==> src/rtl/dmem_arbiter.sv <==
// dmem_arbiter: sequencer and round-robin two-port arbiter for the shared
// 64-bit data memory. Port 0 is the core load/store path, port 1 is the
// debug/program-loader port. Each transaction latches address/data, drives
// the memory for one access cycle, waits the read latency and returns a
// single-cycle ACK to the granted port.
module dmem_arbiter #(
    parameter int unsigned MEM_LAT = 1
) (
    input  logic        clk,
    input  logic        rst_n,
    input  logic        srst,
    input  logic        req0,
    input  logic        req1,
    input  logic        we0,
    input  logic        we1,
    input  logic [63:0] addr0,
    input  logic [63:0] addr1,
    input  logic [63:0] wdata0,
    input  logic [63:0] wdata1,
    output logic        ack0,
    output logic        ack1,
    output logic [63:0] rdata0,
    output logic [63:0] rdata1,
    output logic [63:0] mem_raddr,
    output logic [63:0] mem_waddr,
    output logic [63:0] mem_din,
    input  logic [63:0] mem_dout,
    output logic        mem_wr,
    output logic        busy,
    output logic        grant
);

    // Wait-counter reload value: the last WAIT cycle is the one with count 0.
    localparam logic [2:0] LAT_M1 = 3'(MEM_LAT - 1);

    typedef enum logic [1:0] {
        ST_IDLE   = 2'd0,
        ST_ACCESS = 2'd1,
        ST_WAIT   = 2'd2,
        ST_RESP   = 2'd3
    } state_t;

    state_t      state_r;
    state_t      next_state_s;

    // Transaction registers (latched at the grant edge)
    logic        we_r;
    logic [63:0] addr_r;
    logic [63:0] wdata_r;

    // Control registers
    logic [2:0]  cnt_r;
    logic        last_r;
    logic        grant_r;
    logic        ack0_r;
    logic        ack1_r;
    logic        mem_wr_r;
    logic        busy_r;
    logic [63:0] rdata0_r;
    logic [63:0] rdata1_r;

    // Combinational next values
    logic        win_s;
    logic        latch_s;
    logic        capture_s;
    logic        sel_we_s;
    logic [63:0] sel_addr_s;
    logic [63:0] sel_wdata_s;
    logic [2:0]  cnt_nxt_s;
    logic        ack0_nxt_s;
    logic        ack1_nxt_s;
    logic        mem_wr_nxt_s;
    logic        busy_nxt_s;

    // Round-robin pick: a lone requester wins, a tie goes to the port that
    // did not win last time.
    function automatic logic pick_winner(
        input logic r0,
        input logic r1,
        input logic last
    );
        logic w;
        if (r0 && r1) begin
            w = ~last;
        end else if (r1) begin
            w = 1'b1;
        end else begin
            w = 1'b0;
        end
        return w;
    endfunction

    // State register
    always_ff @(posedge clk or negedge rst_n) begin
        if (!rst_n) begin
            state_r <= ST_IDLE;
        end else if (srst) begin
            state_r <= ST_IDLE;
        end else begin
            state_r <= next_state_s;
        end
    end

    // Next-state logic
    always_comb begin
        next_state_s = state_r;
        case (state_r)
            ST_IDLE: begin
                if (req0 || req1) begin
                    next_state_s = ST_ACCESS;
                end else begin
                    next_state_s = ST_IDLE;
                end
            end
            ST_ACCESS: begin
                if (we_r) begin
                    next_state_s = ST_RESP;
                end else begin
                    next_state_s = ST_WAIT;
                end
            end
            ST_WAIT: begin
                if (cnt_r == 3'd0) begin
                    next_state_s = ST_RESP;
                end else begin
                    next_state_s = ST_WAIT;
                end
            end
            ST_RESP: begin
                next_state_s = ST_IDLE;
            end
            default: begin
                next_state_s = ST_IDLE;
            end
        endcase
    end

    // Output/datapath next values: winner selection, counter, strobes
    always_comb begin
        win_s     = pick_winner(req0, req1, last_r);
        latch_s   = 1'b0;
        capture_s = 1'b0;
        cnt_nxt_s = cnt_r;
        case (state_r)
            ST_IDLE: begin
                latch_s   = req0 | req1;
                cnt_nxt_s = 3'd0;
            end
            ST_ACCESS: begin
                if (we_r) begin
                    cnt_nxt_s = 3'd0;
                end else begin
                    cnt_nxt_s = LAT_M1;
                end
            end
            ST_WAIT: begin
                if (cnt_r == 3'd0) begin
                    capture_s = 1'b1;
                    cnt_nxt_s = 3'd0;
                end else begin
                    cnt_nxt_s = cnt_r - 3'd1;
                end
            end
            ST_RESP: begin
                cnt_nxt_s = 3'd0;
            end
            default: begin
                cnt_nxt_s = 3'd0;
            end
        endcase

        if (win_s) begin
            sel_we_s    = we1;
            sel_addr_s  = addr1;
            sel_wdata_s = wdata1;
        end else begin
            sel_we_s    = we0;
            sel_addr_s  = addr0;
            sel_wdata_s = wdata0;
        end

        // RESP is only ever entered from ACCESS or WAIT, so grant_r already
        // names the owner of the finishing transaction.
        ack0_nxt_s   = (next_state_s == ST_RESP) && (grant_r == 1'b0);
        ack1_nxt_s   = (next_state_s == ST_RESP) && (grant_r == 1'b1);
        mem_wr_nxt_s = latch_s && sel_we_s;
        busy_nxt_s   = (next_state_s != ST_IDLE);
    end

    // Control and strobe registers; all outputs come straight from flops so
    // a reset clears MEM_WR/ACK/BUSY immediately.
    always_ff @(posedge clk or negedge rst_n) begin
        if (!rst_n) begin
            cnt_r    <= 3'd0;
            last_r   <= 1'b1;
            grant_r  <= 1'b0;
            ack0_r   <= 1'b0;
            ack1_r   <= 1'b0;
            mem_wr_r <= 1'b0;
            busy_r   <= 1'b0;
        end else if (srst) begin
            cnt_r    <= 3'd0;
            last_r   <= 1'b1;
            grant_r  <= 1'b0;
            ack0_r   <= 1'b0;
            ack1_r   <= 1'b0;
            mem_wr_r <= 1'b0;
            busy_r   <= 1'b0;
        end else begin
            cnt_r    <= cnt_nxt_s;
            ack0_r   <= ack0_nxt_s;
            ack1_r   <= ack1_nxt_s;
            mem_wr_r <= mem_wr_nxt_s;
            busy_r   <= busy_nxt_s;
            if (latch_s) begin
                last_r  <= win_s;
                grant_r <= win_s;
            end else begin
                last_r  <= last_r;
                grant_r <= grant_r;
            end
        end
    end

    // Transaction registers: capture the winner's request at the grant edge
    // and hold it (also through IDLE) until the next grant.
    always_ff @(posedge clk or negedge rst_n) begin
        if (!rst_n) begin
            we_r    <= 1'b0;
            addr_r  <= 64'd0;
            wdata_r <= 64'd0;
        end else if (srst) begin
            we_r    <= 1'b0;
            addr_r  <= 64'd0;
            wdata_r <= 64'd0;
        end else if (latch_s) begin
            we_r    <= sel_we_s;
            addr_r  <= sel_addr_s;
            wdata_r <= sel_wdata_s;
        end else begin
            we_r    <= we_r;
            addr_r  <= addr_r;
            wdata_r <= wdata_r;
        end
    end

    // Read-data registers: only the granted port's register is updated, and
    // only on the final WAIT cycle of a read.
    always_ff @(posedge clk or negedge rst_n) begin
        if (!rst_n) begin
            rdata0_r <= 64'd0;
            rdata1_r <= 64'd0;
        end else if (srst) begin
            rdata0_r <= 64'd0;
            rdata1_r <= 64'd0;
        end else if (capture_s && (grant_r == 1'b0)) begin
            rdata0_r <= mem_dout;
            rdata1_r <= rdata1_r;
        end else if (capture_s && (grant_r == 1'b1)) begin
            rdata0_r <= rdata0_r;
            rdata1_r <= mem_dout;
        end else begin
            rdata0_r <= rdata0_r;
            rdata1_r <= rdata1_r;
        end
    end

    assign ack0      = ack0_r;
    assign ack1      = ack1_r;
    assign rdata0    = rdata0_r;
    assign rdata1    = rdata1_r;
    assign mem_raddr = addr_r;
    assign mem_waddr = addr_r;
    assign mem_din   = wdata_r;
    assign mem_wr    = mem_wr_r;
    assign busy      = busy_r;
    assign grant     = grant_r;

endmodule
==> config.mk <==
export PLATFORM = sky130hd
export DESIGN_NAME = dmem_arbiter
export DESIGN_NICKNAME = d
export VERILOG_FILES = /design/src/rtl/dmem_arbiter.sv
export SDC_FILE = /design/constraint.sdc
export NUM_CORES = 1
export LEC_CHECK = 0
export BUFFER_PORTS_ARGS = -buffer_cell sky130_fd_sc_hd__buf_4
export CORE_AREA = 2 2 252 254
export DETAILED_ROUTE_END_ITERATION = 16
export DIE_AREA = 0 0 254 256
export PLACE_DENSITY = 0.44
export SETUP_SLACK_MARGIN = 0.05
export SYNTH_ARGS = -nofsm -noshare
export SYNTH_HDL_FRONTEND = slang
export SYNTH_SLANG_ARGS = --single-unit
export TNS_END_PERCENT = 5
==> constraint.sdc <==
create_clock -name clk -period 2.66 [get_ports clk]
set_clock_uncertainty 0.2 [all_clocks]
set_input_delay 0.266 -clock clk [delete_from_list [all_inputs] [get_ports clk]]
set_output_delay 0.266 -clock clk [all_outputs]
set_load 0.02 [all_outputs]
## Word-level counts from Yosys, hierarchy flattened

Index checks and enable logic that the tools add are counted.

| operators by class | value |
|---|---|
| $add $sub $neg | 1 |
| multiply operators | 0 |
| div/mod/pow operators | 0 |
| order comparisons | 0 |
| eq/ne operators | 5 |
| shifts and indexed selects | 0 |
| mux-type cells | 34 |
| bitwise gates (word level) | 3 |
| reduce and logical (&&, ||, !) cells | 15 |

Operators by type and width:

| kind | count |
|---|---|
| 64-bit 2-to-1 mux | 11 |
| 1-bit 2-to-1 mux | 18 |
| 2-bit case mux with 4 select lines | 1 |
| 2-bit nonzero test | 4 |
| 2-bit equality test, second input constant | 3 |
| 1-bit logical AND | 6 |
| 3-bit 2-to-1 mux | 2 |
| 3-bit case mux with 2 select lines | 1 |
| 3-bit logical NOT | 1 |
| 3-bit OR reduction | 1 |
| 3-bit by 1-bit subtractor with 3-bit output, second input constant | 1 |
| 2-bit by 1-bit equality test with 1-bit output, second input constant | 1 |
| 2-bit logical NOT | 1 |
| 2-bit 2-to-1 mux | 1 |
| 2-bit != test, second input constant | 1 |
| 1-bit NOT | 2 |
| 2-bit AND reduction | 1 |
| 1-bit logical OR | 1 |
| 1-bit OR | 1 |

| word-level totals | value |
|---|---|
| bits in registers | 268 |
| latch bits | 0 |
| memory bits (writable) | 0 |
| ROM bits | 0 |
| bits of input ports | 327 |
| output and inout port bits | 325 |
| word-level logic and storage cells | 71 |
| memories kept | 0 |

## Depth between registers and ports, before layout

Gate-level depths: netlist (run 1).

| depth | value |
|---|---|
| depth in word-level cells | 7 |
| depth in mapped cells | 7 |
| mapped depth without buffers | 5 |

## Least setup slack after synthesis (run 1)

No wires, ideal clock.

| timing | value |
|---|---|
| path type | reg-to-reg |
| start | register state_r[0] |
| end | register rdata0_r[0], in the netlist rdata0[0] |
| library setup time | 0.136 ns |
| data arrival time | 1.625 ns |
| setup slack | 0.698 ns |
| cell stages (with the launch flop) | 8 |
| buffers on the path | 2 |
| path through | dfrtp_1 -> inv_1 -> ha_1 -> or4b_4 -> clkbuf_8 -> clkbuf_1 -> o21ai_0 -> a21oi_1 |

| between the ends | value |
|---|---|
| longest elaborated chain between the ends | 4 |

Ends and longest elaborated chain:

| what | line | RTL |
|---|---|---|
| start: declaration | 43 | `state_t state_r;` |
| start signal: assignment | 100 | `state_r <= next_state_s;` |
| 2-bit equality test | 144 | `case (state_r)` |
| 1-bit 2-to-1 mux | 144 |  |
| 1-bit logical AND | 256 | `end else if (capture_s && (grant_r == 1'b0)) begin` |
| 2-bit nonzero test (no line) | - |  |
| end signal: assignment | 257 | `rdata0_r <= mem_dout;` |
| end signal: assignment | 260 | `rdata0_r <= rdata0_r;` |
| end signal: assignment | 263 | `rdata0_r <= rdata0_r;` |
| end: declaration | 59 | `logic [63:0] rdata0_r;` |

No other way between the ends.
A chain may end at the register's enable or synchronous reset.

## Final worst setup path (run 1)

| timing | value |
|---|---|
| start | register state_r[1] |
| end | register wdata_r[29], in the netlist mem_din[29] |

| between the ends | value |
|---|---|
| longest elaborated chain between the ends | 3 |

Ends and longest elaborated chain:

| what | line | RTL |
|---|---|---|
| 2-bit logical NOT | 144 |  |
| 1-bit 2-to-1 mux | 144 |  |
| 2-bit nonzero test (no line) | - |  |
| end signal: assignment | 239 | `wdata_r <= sel_wdata_s;` |
| end signal: assignment | 243 | `wdata_r <= wdata_r;` |
| end: declaration | 49 | `logic [63:0] wdata_r;` |

No other way between the ends.

==> results of run 1 <==
power by group:
group	leakage (nW)	switching (mW)	internal [mW]	total, mW
clock	0.566	1.95	2.94	4.89
sequential	3.64	0.636	4.82	5.46
combinational	6.56	4.12	2.92	7.04
total	10.8	6.70	10.7	17.4
through the flow:
stage	worst slack, ps	hold WS (ps)	power (mW)
final	118	33.4	17.4
after CTS	68.0	17.2	17.5
after global placement	444	52.1	11.9
after global routing	38.5	52.1	18.3
after detailed placement	428	61.5	12.0
after floorplan	698	-230	8.91
registers in the layout, indices dropped and copies added (netlist names):
| register | count |
|---|---|
| mem_wr | 1 |
| ack0 | 1 |
| cnt_r | 3 |
| rdata0 | 64 |
| grant | 1 |
| busy | 1 |
| last_r | 1 |
| we_r | 1 |
| rdata1 | 64 |
| state_r | 2 |
| mem_raddr | 64 |
| mem_din | 64 |
| ack1 | 1 |
worst paths after layout:
path                             startpoint     endpoint  slack (ps)  depth (start not counted)
worst max-delay path             state_r[1]  mem_din[29]         120                          7
worst max register to register   state_r[1]  mem_din[29]         120                          7
worst min register to register  mem_din[46]  mem_din[46]         310                          1
min in group asynchronous             rst_n   rdata0[11]          70                          2
worst min-delay path                    we0         we_r          30                          3
max in group asynchronous             rst_n       last_r        1440                          3
synthesized netlist by cell type, types with 2 or more instances:
library cell,n,area (µm²)
nor3b_1,2,15.0
ha_1,5,62.6
a221o_1,128,1280
nand3_1,128,641
a21oi_1,131,656
buf_2,25,125
dfrtp_1,267,6680
nor3_1,2,10.0
nand2b_1,2,12.5
buf_1,2,7.51
clkbuf_1,98,368
and3_1,129,807
nand2_1,2,7.51
buf_4,64,480
inv_1,4,15.0
o21ai_0,128,641
nor2_1,8,30.0
nor4_2,2,25.0
worst min-delay path, cell delays in order:
cell      delay (ps)
buf_4             90
mux2i_1          120
a211oi_1         230
kinds of logic after synthesis:
logic type,after synthesis,share of synthesized area
muxes,1,0.000834
adders and majority gates,5,0.00521
DFF,268,0.559
and+or+nand+nor,278,0.131
AOI/OAI and AO/OA,392,0.219
buffers and inverters,195,0.0851
placed cells by master (no fill, tap or decap), types with 2 or more instances in the layout:
| cell | n |
|---|---|
| and3_1 | 124 |
| dlygate4sd3_1 | 326 |
| nor3b_1 | 2 |
| clkinvlp_4 | 2 |
| clkbuf_8 | 8 |
| buf_12 | 16 |
| ha_1 | 5 |
| nor4_2 | 2 |
| inv_1 | 2 |
| nand2b_1 | 2 |
| clkbuf_1 | 13 |
| nand2_1 | 2 |
| clkbuf_16 | 40 |
| nand3_1 | 128 |
| nor3_1 | 2 |
| nor2_1 | 7 |
| diode_2 | 6 |
| buf_6 | 2 |
| a21oi_1 | 131 |
| dfrtp_1 | 266 |
| a221o_1 | 128 |
| o21ai_0 | 128 |
| buf_4 | 669 |
| and3_4 | 5 |
area by class of cell:
cell class                 instances  area [µm²]  share of cell area
sequential                       268        6710               0.305
timing repair buffer            1016        8690               0.395
clock inverter                     5        66.3             0.00301
tap                              846        1060              0.0481
inverter                           4        17.5            0.000796
multi-input combinational        676        4330               0.197
clock buffer                      59        1110              0.0504
antenna                            6        15.0            0.000682
metal layers:
| layer | part of all wire | wire (µm) |
|---|---|---|
| met4 | 0.034 | 2040 |
| met1 | 0.42 | 25100 |
| met5 | 0 | 0 |
| met2 | 0.47 | 28600 |
| met3 | 0.078 | 4690 |
what timing repair did:
action                                  CTS  global route
hold buffers                            326             0
setup buffers                             0             5
resized for setup                         0            10
hold endpoints to repair                506             0
endpoints found under the setup margin    0            19
==> summary.txt, run 1 <==
Final layout
  – Layout Nets: 2,334
  – Number of fill cells in the layout: 6,300
  – Post-Layout Cell Count: 2,880
  – Finished Cell Area: 22,000 µm²
  – Area growth from synthesis to layout: 83.3%
  – Util after Layout: 0.353
  – Fraction of layout cells with a size suffix above 1: 0.374

Synth
  – Synthesized flop and latch total: 268
  – Post-synthesis cell area: 12,000 µm²
  – Synth cell types: 30
  – Ys async rst share: 1.00
  – Syn Area/Cell: 10.5 µm²
  – Seq/Total Area, Yosys: 0.559
  – EDFF count, synth: 0
  – Ys Warns: 0
  – Post-synth top flop: dfrtp_1
  – Net count after synthesis: 1,471
  – Post-synthesis instance total: 1,139

STA
  – RSZ-0062 raised after global routing: yes
  – Max-slew headroom: 0.479
  – Final Cycle Share: 0.956
  – Final Hold Violating Endpoints: 0
  – Min cycle time layout: 2540 ps
  – Sum Neg Setup Slack: 0 ps
  – Max Slew Vio Count: 0
  – Worst Tran Pin Value: 782 ps
  – Setup Viol. Count Final: 0
  – Fmax: 393 MHz

Placed design
  – Placed cells: 2,477
  – Gp weighted congestion: 0.842
  – Placed cell area: 17,400 µm²
  – IO buf count: 651
  – Hpwl dp: 40,900 µm

Setup path
  – Worst path cell trace: inv_1, ha_1, o21a_2, nor2_4, clkbuf_16, a221o_1, dlygate4sd3_1
  – Worst Path Max Fanout: 64
  – Worst path slowest cell: dlygate4sd3_1
  – Worst endpoint required time: 2890 ps
  – WP buf/inv: 3
  – Crit Path Category: reg2reg
  – Crit path arrival time: 2770 ps
  – Crit. End Element: register
  – Delay of the slowest critical-path stage: 550 ps
  – Cell family with most CP delay: buffers and inverters
  – CP startpoint kind: register

Global route
  – Met1 GRT Util: 0.224
  – GRT Overall Usage: 0.177
  – Overflow after GRT: 0
  – Largest net degree at the start of global routing: 136
  – Initial antenna violation count: 4
  – First-pass GRT wire length: 88,400 µm
  – GR peak layer: met2
  – M3 GR Usage: 0.0522
  – GR met2 Demand/Resource: 0.282
  – Vias in the first global route: 13,597

CTS
  – CTS Sinks: 268
  – H-tree depth: 2
  – TritonCTS buffer count: 36
  – Clock-pin slew on the worst setup and hold paths: 60 ps
  – Clock Latency Late Sink: 540 ps
  – Clk root buf: clkbuf_16
  – TritonCTS clock tree: built
  – CTS Buffer Depth: 3

Floorplanning
  – Core area: 62,400 µm²
  – I/O pins: 652
  – Total die area: 65,000 µm²
  – Num rows: 92
  – Chip height: 256 µm
  – Initial Util: 0.192
  – Chip Width: 254 µm

Run
  – Max-cap violations: 0

Routing
  – # DRC: 0
  – Total number of vias: 13,099
  – DR vias/cell: 4.55
  – Drt total wl: 60,500 µm
  – Post-route ant nets: 0
  – WL/cell: 21.0 µm
  – First-pass iteration count of the detailed router: 5
  – Drt initial violations: 865

Power and ir drop
  – PwrDens: 790 nW/µm²
  – Leakage: 10.8 nW
  – Max IR drop VDD: 0.000576 V

Outcome
  – Run status: finished, final reports clean

Min path
  – Min-delay worst type: in2reg
(Power assumes the default switching activity.)
==> run 2, diff against run 1 <==
==> constraint.sdc (replaced) <==
create_clock -name clk -period 3.1 [get_ports clk]
set_clock_uncertainty 0.2 [all_clocks]
set_input_delay 0.31 -clock clk [delete_from_list [all_inputs] [get_ports clk]]
set_output_delay 0.31 -clock clk [all_outputs]
set_load 0.02 [all_outputs]
==> summary.txt, run 2 (synthesis results as in run 1) <==
Global route
  – Overflow after GRT: 0
  – Vias in the first global route: 13,605
  – First-pass GRT wire length: 87,100 µm
  – Largest net degree at the start of global routing: 136
  – Initial antenna violation count: 10
  – GRT Overall Usage: 0.175

Routing
  – Highest metal used: met5
  – DR vias/cell: 4.56
  – First-pass iteration count of the detailed router: 5
  – WL/cell: 20.6 µm
  – WL met1: 23,900 µm
  – Drt initial violations: 845
  – Post-route ant nets: 0
  – Drt total wl: 58,700 µm
  – Total number of vias: 13,002
  – DR WL met3: 4830 µm
  – # DRC: 0
  – Met2 Wirelength: 28,000 µm

Setup path
  – CP startpoint kind: register
  – Critical Path Start: state_r[1]
  – Worst Path Max Fanout: 130
  – R2r setup slk: 340 ps
  – Crit path arrival time: 2970 ps
  – Worst endpoint required time: 3310 ps
  – Crit Path Category: reg2reg
  – Reg2reg start: state_r[1]
  – Crit. End Element: register

Final layout
  – Area growth from synthesis to layout: 80.9%
  – Commonest non-fill, non-tap cells in the layout: 658 x buf_4, 322 x dlygate4sd3_1, 266 x dfrtp_1
  – Fraction of layout cells with a size suffix above 1: 0.368
  – Layout Nets: 2,315
  – Most common cell after layout, fill and taps aside: buf_4

STA
  – RSZ-0062 raised after global routing: no
  – Max-slew headroom: 0.479
  – Final Hold Violating Endpoints: 0
  – Setup Viol. Count Final: 0
  – Final Cycle Share: 0.892
  – Sum Neg Setup Slack: 0 ps
  – Worst Tran Pin Value: 779 ps
  – Min cycle time layout: 2760 ps
  – Max Slew Vio Count: 0
  – Fmax: 362 MHz

CTS
  – H-tree depth: 2
  – Post CTS Setup Buffer Count: 0
  – TritonCTS buffer count: 35
  – Clock-pin slew on the worst setup and hold paths: 60 ps
  – Clock Latency Late Sink: 520 ps
  – TritonCTS clock tree: built
  – Clk root buf: clkbuf_16
  – CTS Buffer Depth: 3
  – CTS Sinks: 268

Power and ir drop
  – Leakage: 10.9 nW
  – Sequential share of power: 0.313
  – NetSw: 5.64 mW
  – Combinational power share: 0.419
  – Sw Share: 0.378
  – PwrDens: 687 nW/µm²
  – Clk pwr share: 0.268
  – Overall Power: 14.9 mW
  – Max IR drop VDD: 0.000317 V
  – Int Power: 9.28 mW

Run
  – Max-cap violations: 0

Placed design
  – IO buf count: 651
  – Gp weighted congestion: 0.838
  – Hpwl dp: 40,600 µm

Floorplanning
  – Total die area: 65,000 µm²
  – Chip Width: 254 µm
  – Initial Util: 0.192
  – Chip height: 256 µm
  – I/O pins: 652
  – Core area: 62,400 µm²
  – Num rows: 92

Min path
  – Min-delay src: req1
  – Min-delay worst type: in2reg

Outcome
  – Run status: finished, final reports clean
## run 2: changes by cell type in the layout (fill, tap and decap cells not counted), moves of 2 or more
cell           delta
clkbuf_16         -5
dlygate4sd3_1     -4
clkbuf_8          -2
clkinv_2          +2
buf_6             -2
inv_6             +2
clkbuf_1          -4
diode_2           -2
and3_1            +4
buf_4            -11
and3_4            -4
## run 2: critical path, stage by stage (launching register included)
cell	delay, ps
dfrtp_1	370
inv_1	90
ha_1	260
nor2b_4	160
buf_12	180
and3_1	370
a221o_1	260
dlygate4sd3_1	560
## run 2: final cells by class
cell class	instances	area [µm²]
clock buffer	50	992
antenna	4	10.0
tap	846	1060
inverter	4	17.5
sequential	268	6710
timing repair buffer	998	8520
fill	6425	40700
clock inverter	8	100
multi-input combinational	676	4310
## run 2: layer usage
layer / vias up / track usage
met1: 6523 / 0.215
met3: 105 / 0.0584
met5: - / 0
met4: 10 / 0.0611
li1: 5905 / -
met2: 459 / 0.284
## run 2: through the flow
step            util  setup slack [ps]  std cells  hold slack, ps  area, µm²
2_1_floorplan      -              1140       1139            -186      12000
3_3_place_gp   0.279               687       2470             176      17400
3_5_place_dp   0.279               635       2470             177      17400
4_1_cts        0.348               353       2850            23.2      21700
5_1_grt        0.348               246       2852            67.1      21700
6_report       0.348               336       2854            54.2      21700
## run 2: repair_timing
action | CTS | global route
hold endpoints to repair | 327 | 0
hold buffers | 322 | 0
endpoints found under the setup margin | 0 | 0
gates resized for setup | 0 | 0
## run 2: worst paths after layout
check / end / cells past startpoint
hold reg to reg: cnt_r[0] / 1
setup reg to reg: mem_din[28] / 7
hold / removal: mem_wr / 3
setup / recovery: mem_din[28] / 7
max in group asynchronous: last_r / 3
min in group asynchronous: rdata0[7] / 2
## run 2: power groups by stage
stage	clock network (mW)	logic, mW	registers [mW]
floorplan	0	2.33	5.31
global placement	0	5.46	4.72
detailed placement	0	5.48	4.72
CTS	4.14	6.28	4.68
global route	4.28	6.65	4.76
finish	3.99	6.26	4.68
